==> src/rtl/reg_scoreboard.sv <==
// Decode-stage register scoreboard: one pending-write counter per architectural register,
// stalling decode on RAW hazards and counter saturation.
module reg_scoreboard #(
   parameter int NREG     = 32,
   parameter int CNT_W    = 2,
   parameter int BYPASS_W = 1
) (
   input  logic            CLK,
   input  logic            RST_N,
   input  logic            IssueValidD,
   input  logic            FlushD,
   input  logic [4:0]      Rs1D,
   input  logic [4:0]      Rs2D,
   input  logic [4:0]      RdD,
   input  logic            Rs1UsedD,
   input  logic            Rs2UsedD,
   input  logic            RegWriteD,
   input  logic            FlushE,
   input  logic            RetireValidW,
   input  logic [4:0]      RdW,
   output logic            StallD,
   output logic            IssueD,
   output logic [NREG-1:0] BusyMask,
   output logic            SbErr
);

   localparam int              SW      = CNT_W + 2;
   localparam logic [CNT_W-1:0] CNT_MAX = '1;

   logic [CNT_W-1:0] cnt      [NREG];
   logic [CNT_W-1:0] cnt_next [NREG];
   logic [NREG-1:0]  busy_next;
   logic [NREG-1:0]  underflow;
   logic [4:0]       last_rd;
   logic             last_valid;
   logic             hazard;
   logic             active;
   logic             tracked_issue;

   // A register whose last pending write retires this cycle reads the write-through value.
   function automatic logic ready(input logic [4:0] r, input logic [CNT_W-1:0] c,
                                  input logic ret_valid, input logic [4:0] ret_rd);
      ready = (r == 5'd0) || (c == '0) ||
              ((BYPASS_W == 1) && (c == CNT_W'(1)) && ret_valid && (ret_rd == r));
   endfunction

   always_comb begin
      hazard = (Rs1UsedD && !ready(Rs1D, cnt[Rs1D], RetireValidW, RdW)) ||
               (Rs2UsedD && !ready(Rs2D, cnt[Rs2D], RetireValidW, RdW)) ||
               (RegWriteD && (RdD != 5'd0) && (cnt[RdD] == CNT_MAX));
   end

   assign active        = RST_N && IssueValidD && !FlushD;
   assign StallD        = active && hazard;
   assign IssueD        = active && !hazard;
   assign tracked_issue = IssueD && RegWriteD && (RdD != 5'd0);

   // All increments and decrements are summed in a widened value; a set MSB means underflow.
   always_comb begin
      logic [SW-1:0] sum;
      logic          inc;
      logic          dec_w;
      logic          dec_f;
      sum       = '0;
      inc       = 1'b0;
      dec_w     = 1'b0;
      dec_f     = 1'b0;
      busy_next = '0;
      underflow = '0;
      cnt_next[0] = '0;
      for (int i = 1; i < NREG; i++) begin
         inc   = tracked_issue && (RdD == 5'(i));
         dec_w = RetireValidW && (RdW == 5'(i));
         dec_f = FlushE && last_valid && (last_rd == 5'(i));
         sum   = {2'b00, cnt[i]} + SW'(inc) - SW'(dec_w) - SW'(dec_f);
         if (sum[SW-1]) begin
            cnt_next[i]  = '0;
            underflow[i] = 1'b1;
         end else begin
            cnt_next[i]  = sum[CNT_W-1:0];
         end
         busy_next[i] = (cnt_next[i] != '0);
      end
   end

   // NOTE: sequential state uses non-blocking assignments so every flop samples pre-edge values.
   always_ff @(posedge CLK) begin
      if (!RST_N) begin
         // NOTE: the counters are a flop array, not a RAM, so clearing them all in reset is cheap and required.
         for (int i = 0; i < NREG; i++) cnt[i] <= '0;
         BusyMask   <= '0;
         last_valid <= 1'b0;
         last_rd    <= 5'd0;
         SbErr      <= 1'b0;
      end else begin
         for (int i = 0; i < NREG; i++) cnt[i] <= cnt_next[i];
         BusyMask   <= busy_next;
         last_valid <= tracked_issue;
         last_rd    <= RdD;
         if (|underflow) SbErr <= 1'b1;
      end
   end

endmodule

==> config.mk <==
export PLATFORM = sky130hd
export DESIGN_NAME = reg_scoreboard
export DESIGN_NICKNAME = d
export VERILOG_FILES = /design/src/rtl/reg_scoreboard.sv
export SDC_FILE = /design/constraint.sdc
export NUM_CORES = 1
export LEC_CHECK = 0
export CAP_MARGIN = 40
export CORE_MARGIN = 1
export CORE_UTILIZATION = 55
export CTS_BUF_LIST = sky130_fd_sc_hd__clkbuf_4
export CTS_CLUSTER_SIZE = 28
export DETAILED_ROUTE_END_ITERATION = 8
export GPL_TIMING_DRIVEN = 0
export MAX_ROUTING_LAYER = met4
export PLACE_DENSITY = 0.78
export SLEW_MARGIN = 10
export SYNTH_ARGS = -nofsm -noshare
export SYNTH_HDL_FRONTEND = slang
export SYNTH_SLANG_ARGS = --single-unit
==> constraint.sdc <==
create_clock -name CLK -period 5.5 [get_ports CLK]
set_input_delay 1.1 -clock CLK [delete_from_list [all_inputs] [get_ports CLK]]
set_output_delay 1.1 -clock CLK [all_outputs]
set_load 0.005 [all_outputs]
==> results by group <==
Global routing
  – Initial antenna violation count: 1
  – Global-route wire length before repair: 33.8 mm
  – Number of global-route vias before repair: 6273
  – Total congestion overflow: 0
  – Largest net degree at the start of global routing: 16
  – GRT Util Overall: 0.324

Floorplan
  – FP Rows: 42
  – CORE AREA: 0.0134 mm^2
  – Die area: 0.0144 mm^2
  – IO Pins: 64
  – Die Span Y: 120 um
  – Initial core utilization: 0.570
  – Die W: 120 um

Power
  – Leak Pwr: 4.41 nW
  – Clock share of power: 0.256
  – Sequential Power Share: 0.560
  – Switching power: 0.402 mW
  – Int Pwr: 0.943 mW
  – Comb power frac: 0.183
  – Peak supply drop: 158 uV
  – Cell area power density: 157 mW/mm^2
  – Switching Share: 0.299
  – Design Power: 1.34 mW

Finish
  – Share of layout cells above drive strength 1: 0.0960
  – Non-filler cells, final: 1105
  – Synth-to-Final Area Change: 12.0%
  – Core Util, Final: 0.638
  – Fin area: 0.00855 mm^2
  – # fillers: 1187
  – Final net count: 1076

Worst setup path
  – Worst path max stage delay: 0.61 ns
  – Crit path DAT: 4.33 ns
  – WP buf/inv: 4
  – Critical Path RT: 4.40 ns
  – Crit path max-delay cell type: clkdlybuf4s50_1
  – CP startpoint kind: input pin
  – Setup Crit Path Kind: in -> out
  – Critical Path End Type: output port
  – Maximum fanout along the worst path: 10
  – CP top delay family: buffers and inverters
  – Cells along the critical path: clkdlybuf4s50_1 > buf_4 > buf_4 > mux2i_1 > a22oi_1 > nand4b_1 > nand4_1 > a22o_1 > nor3_4 > and2_1 > clkdlybuf4s50_1
  – R2R Setup Slk: 1.25 ns

Timing
  – Unrepaired setup endpoints after global routing: no
  – Period utilization: 0.988
  – Final hold vios: 0
  – Worst setup slack after layout: 0.0670 ns
  – Final setup violation count: 0
  – Minimum clock period: 5.43 ns
  – Slew margin rel.: 0.495
  – Fin Hold WS: 0.694 ns
  – Max-slew violations: 0
  – Worst slew pin tran: 0.757 ns
  – Sum Neg Setup Slack: 0 ns
  – Max Freq: 0.184 GHz
  – Fin Clk Skew: 0.0263 ns

CTS
  – TritonCTS sink count: 100
  – Longest Clk Path Bufs: 2
  – CTS tree: built
  – CTS hold repair buffers: 0
  – CTS buffer count: 9
  – H-tree depth: 3
  – Clock Latency Late Sink: 0.50 ns
  – Clk pin slew, worst setup/hold paths: 0.13 ns
  – Root Buffer: clkbuf_4

Route
  – DRT iter0 DRCs: 641
  – ANT nets after route: 0
  – Final wirelength: 21.6 mm
  – Drt pass-1 iters: 5
  – DRC violations left: 0
  – Routed len/inst: 19.5 um
  – Via count: 6601
  – Drt via density: 5.97

Run status
  – Outcome: finished, final reports clean

Logic synthesis
  – Syn nets: 1009
  – Library cells used by synthesis: 54
  – Synthesized instance count: 856
  – Register area share after synthesis: 0.262
  – EDFF count, synth: 0
  – Syn Std Cell Area: 0.00763 mm^2
  – Async SR Flop Fraction: 0
  – Ys flop type: dfxtp_1
  – Ys Warns: 0
  – Avg Inst Size Synth: 8.92 um^2
  – Seq cells post-synth: 100

Placement
  – DP HPWL: 17.1 mm
  – Placed insts: 1086
  – Area after DPL: 0.00839 mm^2
  – Gp weighted congestion: 1.00
  – PortBufs: 54
  – Pre-CTS setup slack: -0.381 ns

Worst hold path
  – Hold crit path type: reg -> reg

Job
  – Number of max-cap violations: 0
==> cell usage in the layout, fill, tap and decap left out, types with 3 or more instances in the layout <==
cell,count
buf_4,8
nor2_1,80
a221o_1,3
and3_1,66
nor3_1,10
mux4_2,9
nor2b_1,16
clkbuf_1,26
inv_1,97
nand2_1,42
clkbuf_4,11
nor4_1,4
buf_6,3
o21ai_0,13
dfxtp_1,100
or3_1,3
xor2_1,8
and2_1,9
nand4b_1,5
fa_1,31
mux2i_1,30
a22oi_1,13
or2_2,35
nand2b_1,41
nand3_1,30
mux2_2,3
clkdlybuf4s50_1,54
ha_1,93
buf_2,7
o211ai_1,6
nand4_1,28
mux4_1,7
==> sequential cells by signal, summed over array words and instances, names as in the netlist <==
signal	flops
cnt	62
last_valid	1
SbErr	1
BusyMask	31
last_rd	5
==> worst register-to-register path, cell delays in order (launching register included) <==
cell and delay [ns]:
dfxtp_1 0.38, mux4_1 0.54, mux2i_1 0.14, mux2i_1 0.13
a211oi_2 0.36, nor3b_4 0.14, nor4_2 0.65, nand2_1 0.22
fa_1 0.53, inv_1 0.04, ha_1 0.17, ha_1 0.16
nand2b_1 0.20, and3_1 0.21, or2_2 0.28
==> metal layers <==
metal	vias to the layer above	track usage	share of wire
met5	-	-	0
met4	0	0.133	0.033
met3	63	0.0865	0.11
met2	367	0.476	0.43
met1	3108	0.422	0.43
li1	3063	-	-
==> layout make-up <==
| class | instances | area (um^2) | share of cell area |
|---|---|---|---|
| plain buffers | 44 | 220 | 0.0257 |
| diodes | 2 | 5.00 | 0.000585 |
| clock buffers | 11 | 82.6 | 0.00966 |
| well taps | 176 | 220 | 0.0257 |
| repair buffers | 56 | 556 | 0.0650 |
| clock inverters | 4 | 27.5 | 0.00322 |
| multi-input cells | 615 | 5070 | 0.593 |
| inverters | 97 | 364 | 0.0426 |
| flip-flops and latches | 100 | 2000 | 0.234 |
==> Yosys cell counts (2+ instances only) <==
library cell,instances,area share
nand4_1,28,0.023
mux2i_1,30,0.039
a21oi_1,2,0.0013
mux2_2,3,0.0044
a221o_1,3,0.0039
o211ai_1,6,0.0059
a221oi_1,2,0.0023
o21ai_1,2,0.0013
or2_2,35,0.029
nor2_1,80,0.039
nor4_1,4,0.0033
xnor2_1,2,0.0023
buf_2,7,0.0046
buf_4,6,0.0059
nor3_1,10,0.0066
a22oi_1,13,0.013
and3_1,66,0.054
nor4_2,3,0.0049
nand4b_1,5,0.0057
or3_1,3,0.0025
clkbuf_1,27,0.013
and2_1,9,0.0074
fa_1,31,0.081
o21ai_0,13,0.0085
nand2_1,42,0.021
xor2_1,8,0.0092
buf_6,3,0.0044
ha_1,93,0.15
a31oi_1,2,0.0016
nand2b_1,41,0.034
dfxtp_1,100,0.26
mux4_2,9,0.027
nor2b_1,16,0.013
nand3_1,30,0.020
mux4_1,7,0.024
inv_1,97,0.048
==> cell families after synthesis <==
kind of cell / Yosys count / synth area share
fa+ha+maj: 124 / 0.234
xor+xnor: 10 / 0.0115
simple gates: 377 / 0.269
other cells: 1 / 0.000491
buf+inv: 141 / 0.0764
flops: 100 / 0.262
mux: 50 / 0.0964
compound gates: 53 / 0.0502
==> power by group through the flow <==
stage                     clock (mW)  sequential, mW  combinational (mW)
after global routing           0.382           0.756               0.264
final                          0.345           0.754               0.247
after CTS                      0.359           0.753               0.234
after global placement             0           0.768               0.229
after detailed placement           0           0.769               0.232
after floorplan                    0           0.766               0.140
==> timing repair <==
| item | CTS | global route |
|---|---|---|
| buffers inserted | 0 | 2 |
| cloned | 0 | 0 |
| gates resized for setup | 1 | 5 |
| pin swaps | 0 | 1 |
| setup endpoints to repair | 1 | 5 |
==> worst paths after layout <==
| path | startpoint | to | depth (start not counted) |
|---|---|---|---|
| min | SbErr | SbErr | 3 |
| min reg2reg | SbErr | SbErr | 3 |
| max | Rs1D[0] | IssueD | 11 |
| max reg2reg | cnt[29][0] | BusyMask[7] | 14 |
Note: power is estimated with default switching activity, not from simulation.
